### config.mk
export PLATFORM = sky130hd
export DESIGN_NAME = network_div_div_30s_14s_16_seq
export DESIGN_NICKNAME = d
export VERILOG_FILES = /design/src/rtl/network_div_div_30s_14s_16_seq.sv
export SDC_FILE = /design/constraint.sdc
export NUM_CORES = 1
export LEC_CHECK = 0
export CORE_ASPECT_RATIO = 1.25
export CORE_MARGIN = 4
export CORE_UTILIZATION = 40
export DETAILED_ROUTE_END_ITERATION = 6
export PLACE_DENSITY = 0.64
export SETUP_SLACK_MARGIN = 0.02
export SYNTH_ARGS = -nofsm -noshare
export SYNTH_HDL_FRONTEND = slang
export SYNTH_SLANG_ARGS = --single-unit
export TNS_END_PERCENT = 30
### constraint.sdc
create_clock -name clk -period 3.46 [get_ports clk]
set_clock_uncertainty 0.15 [all_clocks]
set_input_delay 0.519 -clock clk [delete_from_list [all_inputs] [get_ports clk]]
set_output_delay 0.519 -clock clk [all_outputs]
set_load 0.02 [all_outputs]
### src/rtl/network_div_div_30s_14s_16_seq.sv
`timescale 1ns/1ps
// ---------------------------------------------------------------------------
// network_div_div_30s_14s_16_seq
//   Multi-cycle signed divider (inverse of the 16s x 14s -> 30s MAC multiply).
//   Divides a 30-bit signed accumulator by a 14-bit signed scale/count and
//   returns a saturated 16-bit signed quotient truncated toward zero, plus a
//   remainder carrying the dividend's sign. Radix-2 restoring division on
//   magnitudes, one quotient bit per cycle, one operation in flight.
//
// Ports
//   clk          rising-edge clock
//   reset        asynchronous active-low reset (0 = reset)
//   ce           clock enable; 0 freezes all state and blocks handshakes
//   in_valid     din0/din1 valid            in_ready     divider idle
//   din0         signed dividend            din1         signed divisor
//   out_valid    result valid (held)        out_ready    consumer accepts
//   dout         saturated signed quotient  rem          signed remainder
//   ovf          quotient saturated         div_by_zero  divisor was zero
// ---------------------------------------------------------------------------
module network_div_div_30s_14s_16_seq #(
    parameter int unsigned DIVIDEND_WIDTH = 30,
    parameter int unsigned DIVISOR_WIDTH  = 14,
    parameter int unsigned QUOTIENT_WIDTH = 16
) (
    input  logic                      clk,
    input  logic                      reset,
    input  logic                      ce,
    input  logic                      in_valid,
    output logic                      in_ready,
    input  logic [DIVIDEND_WIDTH-1:0] din0,
    input  logic [DIVISOR_WIDTH-1:0]  din1,
    output logic                      out_valid,
    input  logic                      out_ready,
    output logic [QUOTIENT_WIDTH-1:0] dout,
    output logic [DIVISOR_WIDTH-1:0]  rem,
    output logic                      ovf,
    output logic                      div_by_zero
);

    localparam int unsigned DW   = DIVIDEND_WIDTH;
    localparam int unsigned VW   = DIVISOR_WIDTH;
    localparam int unsigned QW   = QUOTIENT_WIDTH;
    localparam int unsigned CntW = $clog2(DW);

    localparam logic [CntW-1:0] CntInit = CntW'(DW - 1);
    // Largest quotient magnitudes representable for negative / positive results.
    localparam logic [DW-1:0]   NegLim  = DW'(2 ** (QW - 1));
    localparam logic [DW-1:0]   PosLim  = NegLim - DW'(1);
    localparam logic [QW-1:0]   QMax    = {1'b0, {(QW - 1){1'b1}}};
    localparam logic [QW-1:0]   QMin    = {1'b1, {(QW - 1){1'b0}}};
    localparam logic [QW-1:0]   QOne    = QW'(1);
    localparam logic [VW-1:0]   ROne    = VW'(1);
    localparam logic [DW-1:0]   DOne    = DW'(1);

    typedef enum logic [1:0] {StIdle, StCalc, StFix, StDone} state_e;

    state_e          state_q;
    logic [CntW-1:0] cnt_q;
    logic [DW-1:0]   quo_q;      // dividend magnitude shifting out, quotient shifting in
    logic [VW-1:0]   prem_q;     // partial remainder, always < divisor magnitude
    logic [VW-1:0]   dvs_q;      // divisor magnitude
    logic            sign0_q;
    logic            sign1_q;
    logic            dbz_q;
    logic            zin_q;
    logic            out_valid_q;
    logic [QW-1:0]   dout_q;
    logic [VW-1:0]   rem_q;
    logic            ovf_q;
    logic            dbz_out_q;

    // Operand magnitudes; the most negative values map to 2^(W-1) unsigned.
    logic [DW-1:0] abs0;
    logic [VW-1:0] abs1;
    always_comb begin
        abs0 = din0[DW-1] ? (~din0 + DOne) : din0;
        abs1 = din1[VW-1] ? (~din1 + ROne) : din1;
    end

    // One restoring-division step. The shifted remainder needs VW+1 bits; the
    // difference always fits in VW bits because it is below the divisor.
    logic [VW:0]   shift_rem;
    logic          fits;
    logic [VW-1:0] step_rem_d;
    logic [DW-1:0] step_quo_d;
    always_comb begin
        shift_rem  = {prem_q, quo_q[DW-1]};
        fits       = (shift_rem >= {1'b0, dvs_q});
        step_rem_d = fits ? (shift_rem[VW-1:0] - dvs_q) : shift_rem[VW-1:0];
        step_quo_d = {quo_q[DW-2:0], fits};
    end

    // Sign fix-up and saturation of the final magnitudes.
    logic          q_neg;
    logic          sat;
    logic [QW-1:0] q_val;
    logic [QW-1:0] fix_dout_d;
    logic [VW-1:0] fix_rem_d;
    logic          fix_ovf_d;
    always_comb begin
        q_neg      = sign0_q ^ sign1_q;
        sat        = q_neg ? (quo_q > NegLim) : (quo_q > PosLim);
        q_val      = q_neg ? (~quo_q[QW-1:0] + QOne) : quo_q[QW-1:0];
        fix_dout_d = '0;
        fix_rem_d  = '0;
        fix_ovf_d  = 1'b0;
        if (dbz_q) begin
            fix_dout_d = sign0_q ? QMin : QMax;
            fix_ovf_d  = 1'b1;
        end else if (!zin_q) begin
            fix_ovf_d  = sat;
            fix_dout_d = sat ? (q_neg ? QMin : QMax) : q_val;
            fix_rem_d  = sign0_q ? (~prem_q + ROne) : prem_q;
        end
    end

    assign in_ready    = (state_q == StIdle) & ce & reset;
    assign out_valid   = out_valid_q;
    assign dout        = dout_q;
    assign rem         = rem_q;
    assign ovf         = ovf_q;
    assign div_by_zero = dbz_out_q;

    always_ff @(posedge clk or negedge reset) begin
        if (!reset) begin
            state_q     <= StIdle;
            cnt_q       <= '0;
            quo_q       <= '0;
            prem_q      <= '0;
            dvs_q       <= '0;
            sign0_q     <= 1'b0;
            sign1_q     <= 1'b0;
            dbz_q       <= 1'b0;
            zin_q       <= 1'b0;
            out_valid_q <= 1'b0;
            dout_q      <= '0;
            rem_q       <= '0;
            ovf_q       <= 1'b0;
            dbz_out_q   <= 1'b0;
        end else if (ce) begin
            unique case (state_q)
                StIdle: begin
                    if (in_valid) begin
                        sign0_q <= din0[DW-1];
                        sign1_q <= din1[VW-1];
                        quo_q   <= abs0;
                        dvs_q   <= abs1;
                        prem_q  <= '0;
                        dbz_q   <= (din1 == '0);
                        zin_q   <= (din0 == '0);
                        cnt_q   <= CntInit;
                        state_q <= StCalc;
                    end
                end
                StCalc: begin
                    prem_q <= step_rem_d;
                    quo_q  <= step_quo_d;
                    if (cnt_q == '0) begin
                        state_q <= StFix;
                    end else begin
                        cnt_q <= cnt_q - CntW'(1);
                    end
                end
                StFix: begin
                    dout_q      <= fix_dout_d;
                    rem_q       <= fix_rem_d;
                    ovf_q       <= fix_ovf_d;
                    dbz_out_q   <= dbz_q;
                    out_valid_q <= 1'b1;
                    state_q     <= StDone;
                end
                StDone: begin
                    if (out_ready) begin
                        out_valid_q <= 1'b0;
                        state_q     <= StIdle;
                    end
                end
                default: state_q <= StIdle;
            endcase
        end
    end

endmodule
[Yosys cells after proc, flatten, opt, wreduce, memory -nomap -nowiden]
Cells that the tools add are included.
Word-level totals
  register bits after elaboration: 102
  bits of input ports: 49
  output and inout port bits: 34
  logic and storage cells: 77
Cells by class
  $add $sub $neg: 6
  order comparisons: 3
  equality and inequality tests: 7
  muxes and demuxes: 28
  bitwise logic cells: 7
  reduce and logical (&&, ||, !) cells: 12
Operator list (number)
  16-bit two-way mux: 6
  14-bit two-way mux: 6
  30-bit two-way mux: 2
  30-bit case mux with 2 select lines: 1
  30-bit by 1-bit adder with 30-bit output (second input constant): 1
  30-bit by 15-bit > comparator with 1-bit output (second input constant): 1
  30-bit by 16-bit > comparator with 1-bit output (second input constant): 1
  30-bit logical NOT: 1
  30-bit inverter: 1
  14-bit by 1-bit adder with 14-bit output (second input constant): 2
  14-bit inverter: 2
  14-bit case mux with 2 select lines: 1
  16-bit by 1-bit adder with 16-bit output (second input constant): 1
  16-bit inverter: 1
  15-bit by 14-bit greater-or-equal comparator with 1-bit output: 1
  14-bit logical NOT: 1
  14-bit subtractor: 1
  5-bit two-way mux: 2
  5-bit case mux with 2 select lines: 1
  3-bit AND reduction: 3
  2-bit != test (second input constant): 4
  2-bit case mux with 4 select lines: 1
  4-bit AND reduction: 2
  2-bit two-way mux: 3
  11 further kinds: 17

[Logic depth before layout (Yosys ltp)]
  word-level depth: 6
  gate-level depth with buffers: 10

[Worst setup path after synthesis]
Ideal clock, no wire load.
  kind: register to register
  start: reg prem_q[5]
  end: reg prem_q[1]
  library setup time: 0.126 ns
  arrival time: 2.409 ns
  data required time: 3.184 ns
  slack: 0.775 ns
  stages on the path, launching flop included: 8
  buffers on the path: 0
  period minus slack after synthesis: 2.685 ns
  cells stage by stage: dfrtp_1 ha_1 and2_1 nor4_1 a211oi_1 o21ai_0 nand2_1 a311o_1
On the way
  longest elaborated chain between the ends: 3
RTL lines
  from (decl): RTL line 60  | logic [VW-1:0] prem_q;
  from (signal assigned): RTL line 156  | prem_q <= step_rem_d;
  15-bit by 14-bit greater-or-equal comparator with 1-bit output: RTL line 88  | fits = (shift_rem >= {1'b0, dvs_q});
  14-bit two-way mux: RTL line 89  | step_rem_d = fits ? (shift_rem[VW-1:0] - dvs_q) : shift_rem[VW-1:0];
  14-bit case mux with 2 select lines: RTL line 141  | unique case (state_q)
Every way passes these cells.
A chain may end at the register's enable or synchronous reset.

[Worst setup path in the final report]
  start: reg prem_q[5]
  end: reg quo_q[0]
On the way
  longest elaborated chain between the ends: 2
RTL lines
  15-bit by 14-bit greater-or-equal comparator with 1-bit output: RTL line 88
  30-bit case mux with 2 select lines: RTL line 141
  to (signal assigned): RTL line 146  | quo_q <= abs0;
  to (signal assigned): RTL line 157  | quo_q <= step_quo_d;
  to (decl): RTL line 59  | logic [DW-1:0] quo_q;
Every way passes these cells.

==> summary.md <==
| Metric | Value |
|---|---|
| Detailed Route WL | `17300 um` |
| Tcrit/Tclk final | `85.3%` |
| Xor and xnor area share after synthesis | `9.27%` |
| Vias/cell | `5.48` |
| Initial Util | `41.1%` |
| Min-Delay Path Class | `in2async` |
| CTS tree | `built` |
| Setup TNS | `0 ns` |
| Commonest non-fill, non-tap cell in the layout | `nand2_1` |
| CP Capture Type | `flop` |
| Endpoints failing setup | `0` |
| Worst path arrival time | `3.01 ns` |
| Crit path kind | `reg2reg` |
| RSZ-0062 raised after global routing | `false` |
| Mapped Area | `0.00671 mm2` |
| CTS Hold Buffers Added | `0` |
| Die Ht | `153 um` |
| Clock latency on the worst-skew pair | `0.35 ns` |
| Initial antenna violation count | `0` |
| Placed Instance Area | `0.00776 mm2` |
| Synthesized flop and latch total | `102` |
| Critical R2R Launch | `prem_q[5]` |
| # IOs | `83` |
| Vias in the first global route | `5762` |
| H-tree depth | `3` |
| Multiplexer share of the synthesized area | `2.31%` |
| # resized after CTS | `0` |
| Buffers on Ports | `82` |
| Slew @ Worst Pin | `0.755 ns` |
| DR vias | `5894` |
| Pin count of the biggest net entering global routing | `66` |
| CTS sink cnt | `102` |
| Diodes inserted | `0` |
| DP Worst Slack | `0.199 ns` |
| Post-synthesis cell type count | `62` |
| Post-CTS Setup Bufs | `0` |
| Critical Path Start Type | `flop` |
| Initial DRC Count | `372` |
| FP Rows | `52` |
| Synth Flop Type | `dfrtp_1` |
| Post-synthesis async set-or-reset flop share | `100%` |
| Share of layout cells above drive strength 1 | `6.40%` |
| Area of the multi-input gates | `0.00388 mm2` |
| Post-Synth Simple-Gate Area | `19.8%` |
| Fin crit period | `2.95 ns` |
| Max transition margin | `49.7%` |
| DR WL/cell | `16.1 um` |
| Floorplan core area | `0.0163 mm2` |
| Filler cells | `1530` |
| Number of max-cap violations | `0` |
| Outcome | `finished clean` |
| Max Clk Rate | `339 MHz` |
| Max Buffers Root-to-Sink | `2` |
| Num CTS Buffers | `9` |
| Pre-antenna DRT Iters | `4` |
| Synth-to-layout area growth | `19.8%` |
| GRT overflow | `0` |
| Final net count | `928` |
| Final Slew Violations | `0` |
| Mapped Nets | `860` |
| Final-report hold violation count | `0` |
| Worst Setup SP | `prem_q[5]` |
| Peak VDD IR | `0.378 mV` |
| Mapped Cells | `786` |
| Leakage power | `3.34 nW` |
| Post-route cell area | `0.00804 mm2` |
| CP max FO | `15` |
| GPL Wtd Cong | `0.863` |
| Root buf cell | `clkbuf_16` |
| EDFF count, synth | `0` |
| Die ar. | `0.0189 mm2` |
| Ys Warns | `0` |
| Commonest cells after routing, fill and taps aside | `116 x nand2_1, 102 x dfrtp_1, 81 x clkdlybuf4s50_1` |
| First-pass GRT wire length | `29000 um` |
| Post-synthesis sequential area ratio | `38.0%` |
| Tot GR Track Use | `18.9%` |
| DPL Wire Length | `12900 um` |
| Clock-pin slew on the worst setup and hold paths | `0.08 ns` |
| Die W | `124 um` |
| Synth Area in Compound Gates | `21.6%` |
| Hold WS | `0.187 ns` |
| Post-Synth Adder-Cell Area | `4.77%` |
| Worst path required time | `3.52 ns` |
| Total power draw | `7.53 mW` |
| Pwr dens | `937 mW/mm2` |
| Reg area | `0.00255 mm2` |
| Final WS setup | `0.507 ns` |
| DRT antenna net count | `0` |
| Mean post-synth cell area | `8.54 um2` |
| Largest family of logic cells by synthesized area | `compound AO/OA/AOI/OAI gates` |
| DRC viols | `0` |
[state kept, by name (all words and copies together), names as in the netlist]
name,count
cnt_q,5
dbz_q,1
div_by_zero,1
dout,16
dvs_q,14
out_valid,1
ovf,1
prem_q,14
quo_q,30
rem,14
sign0_q,1
sign1_q,1
state_q,2
zin_q,1
[through the flow]
stage,std cells,util [%]
6_report,1075,49.2
5_1_grt,1075,49.2
4_1_cts,1075,49.2
3_5_place_dp,1059,47.5
3_3_place_gp,1059,47.5
2_1_floorplan,786,-
[layer usage]
metal / track usage [%] / part of all wire (%) / vias to the layer above
met5: 0 / 0 / -
met4: 6.75 / 2.3 / 0
met3: 2.66 / 3.6 / 27
met2: 30.1 / 48 / 136
met1: 26.1 / 46 / 2772
li1: - / - / 2959
[critical path, stage by stage (launching register included)]
cell and delay [ns]:
dfrtp_1 0.47, ha_1 0.42, and2_1 0.20, nor4_1 0.37, a211oi_1 0.20, o21a_1 0.41
o21ai_0 0.39, o311ai_0 0.19
[area by class of cell]
cell class / instances / share of cell area, %
sequential: 102 / 31.8
timing repair buffer: 97 / 11.6
clock inverter: 6 / 0.545
clock buffer: 10 / 2.85
tap: 216 / 3.36
multi-input combinational: 609 / 48.3
inverter: 35 / 1.63
[cells in the mapped netlist (all sizes together) (4+ instances only)]
master  number  share of area (%)
or4          8                1.0
nand2      117                6.5
nor4        13                1.3
and2         4               0.37
nor3        23                1.7
xnor2       26                3.4
a21o         4               0.45
nor2b        8               0.75
mux2i       11                1.6
ha          24                4.5
dfrtp      102                 38
inv         35                2.0
o41ai        8                1.2
nor2        55                3.1
nand2b       8               0.86
or2          5               0.50
o31ai       26                3.3
xor2        45                5.9
a21oi       36                2.7
or3          7               0.65
clkbuf      37                2.1
mux2         4               0.67
a211oi      16                1.8
o221ai      17                2.2
nand3       15                1.1
and3         4               0.37
o21a         6               0.67
nand4        8               0.75
o21ai       76                5.7
[where the power goes]
group          internal [mW]  leakage, nW  switching (mW)
logic                   1.83         1.96            2.46
registers               1.72         1.25           0.560
clock network          0.493        0.133           0.476
[cell families after synthesis]
group                    Yosys count
flip-flops                       102
AND/OR/NAND/NOR                  281
AO/OA/AOI/OAI                    217
multiplexers                      15
buffers and inverters             75
adder cells (fa/ha/maj)           25
XOR/XNOR                          71
[path summary, 6_finish.rpt]
kind	cells past startpoint	slack, ns	endpoint
worst max-delay path	7	0.51	quo_q[0]
worst min-delay path	2	0.19	dvs_q[2]
worst max register to register	7	0.51	quo_q[0]
worst min register to register	2	0.33	rem[9]
max in group asynchronous	3	1.88	prem_q[10]
min in group clk	2	0.33	rem[9]
Power figures use the tool's default switching activity.
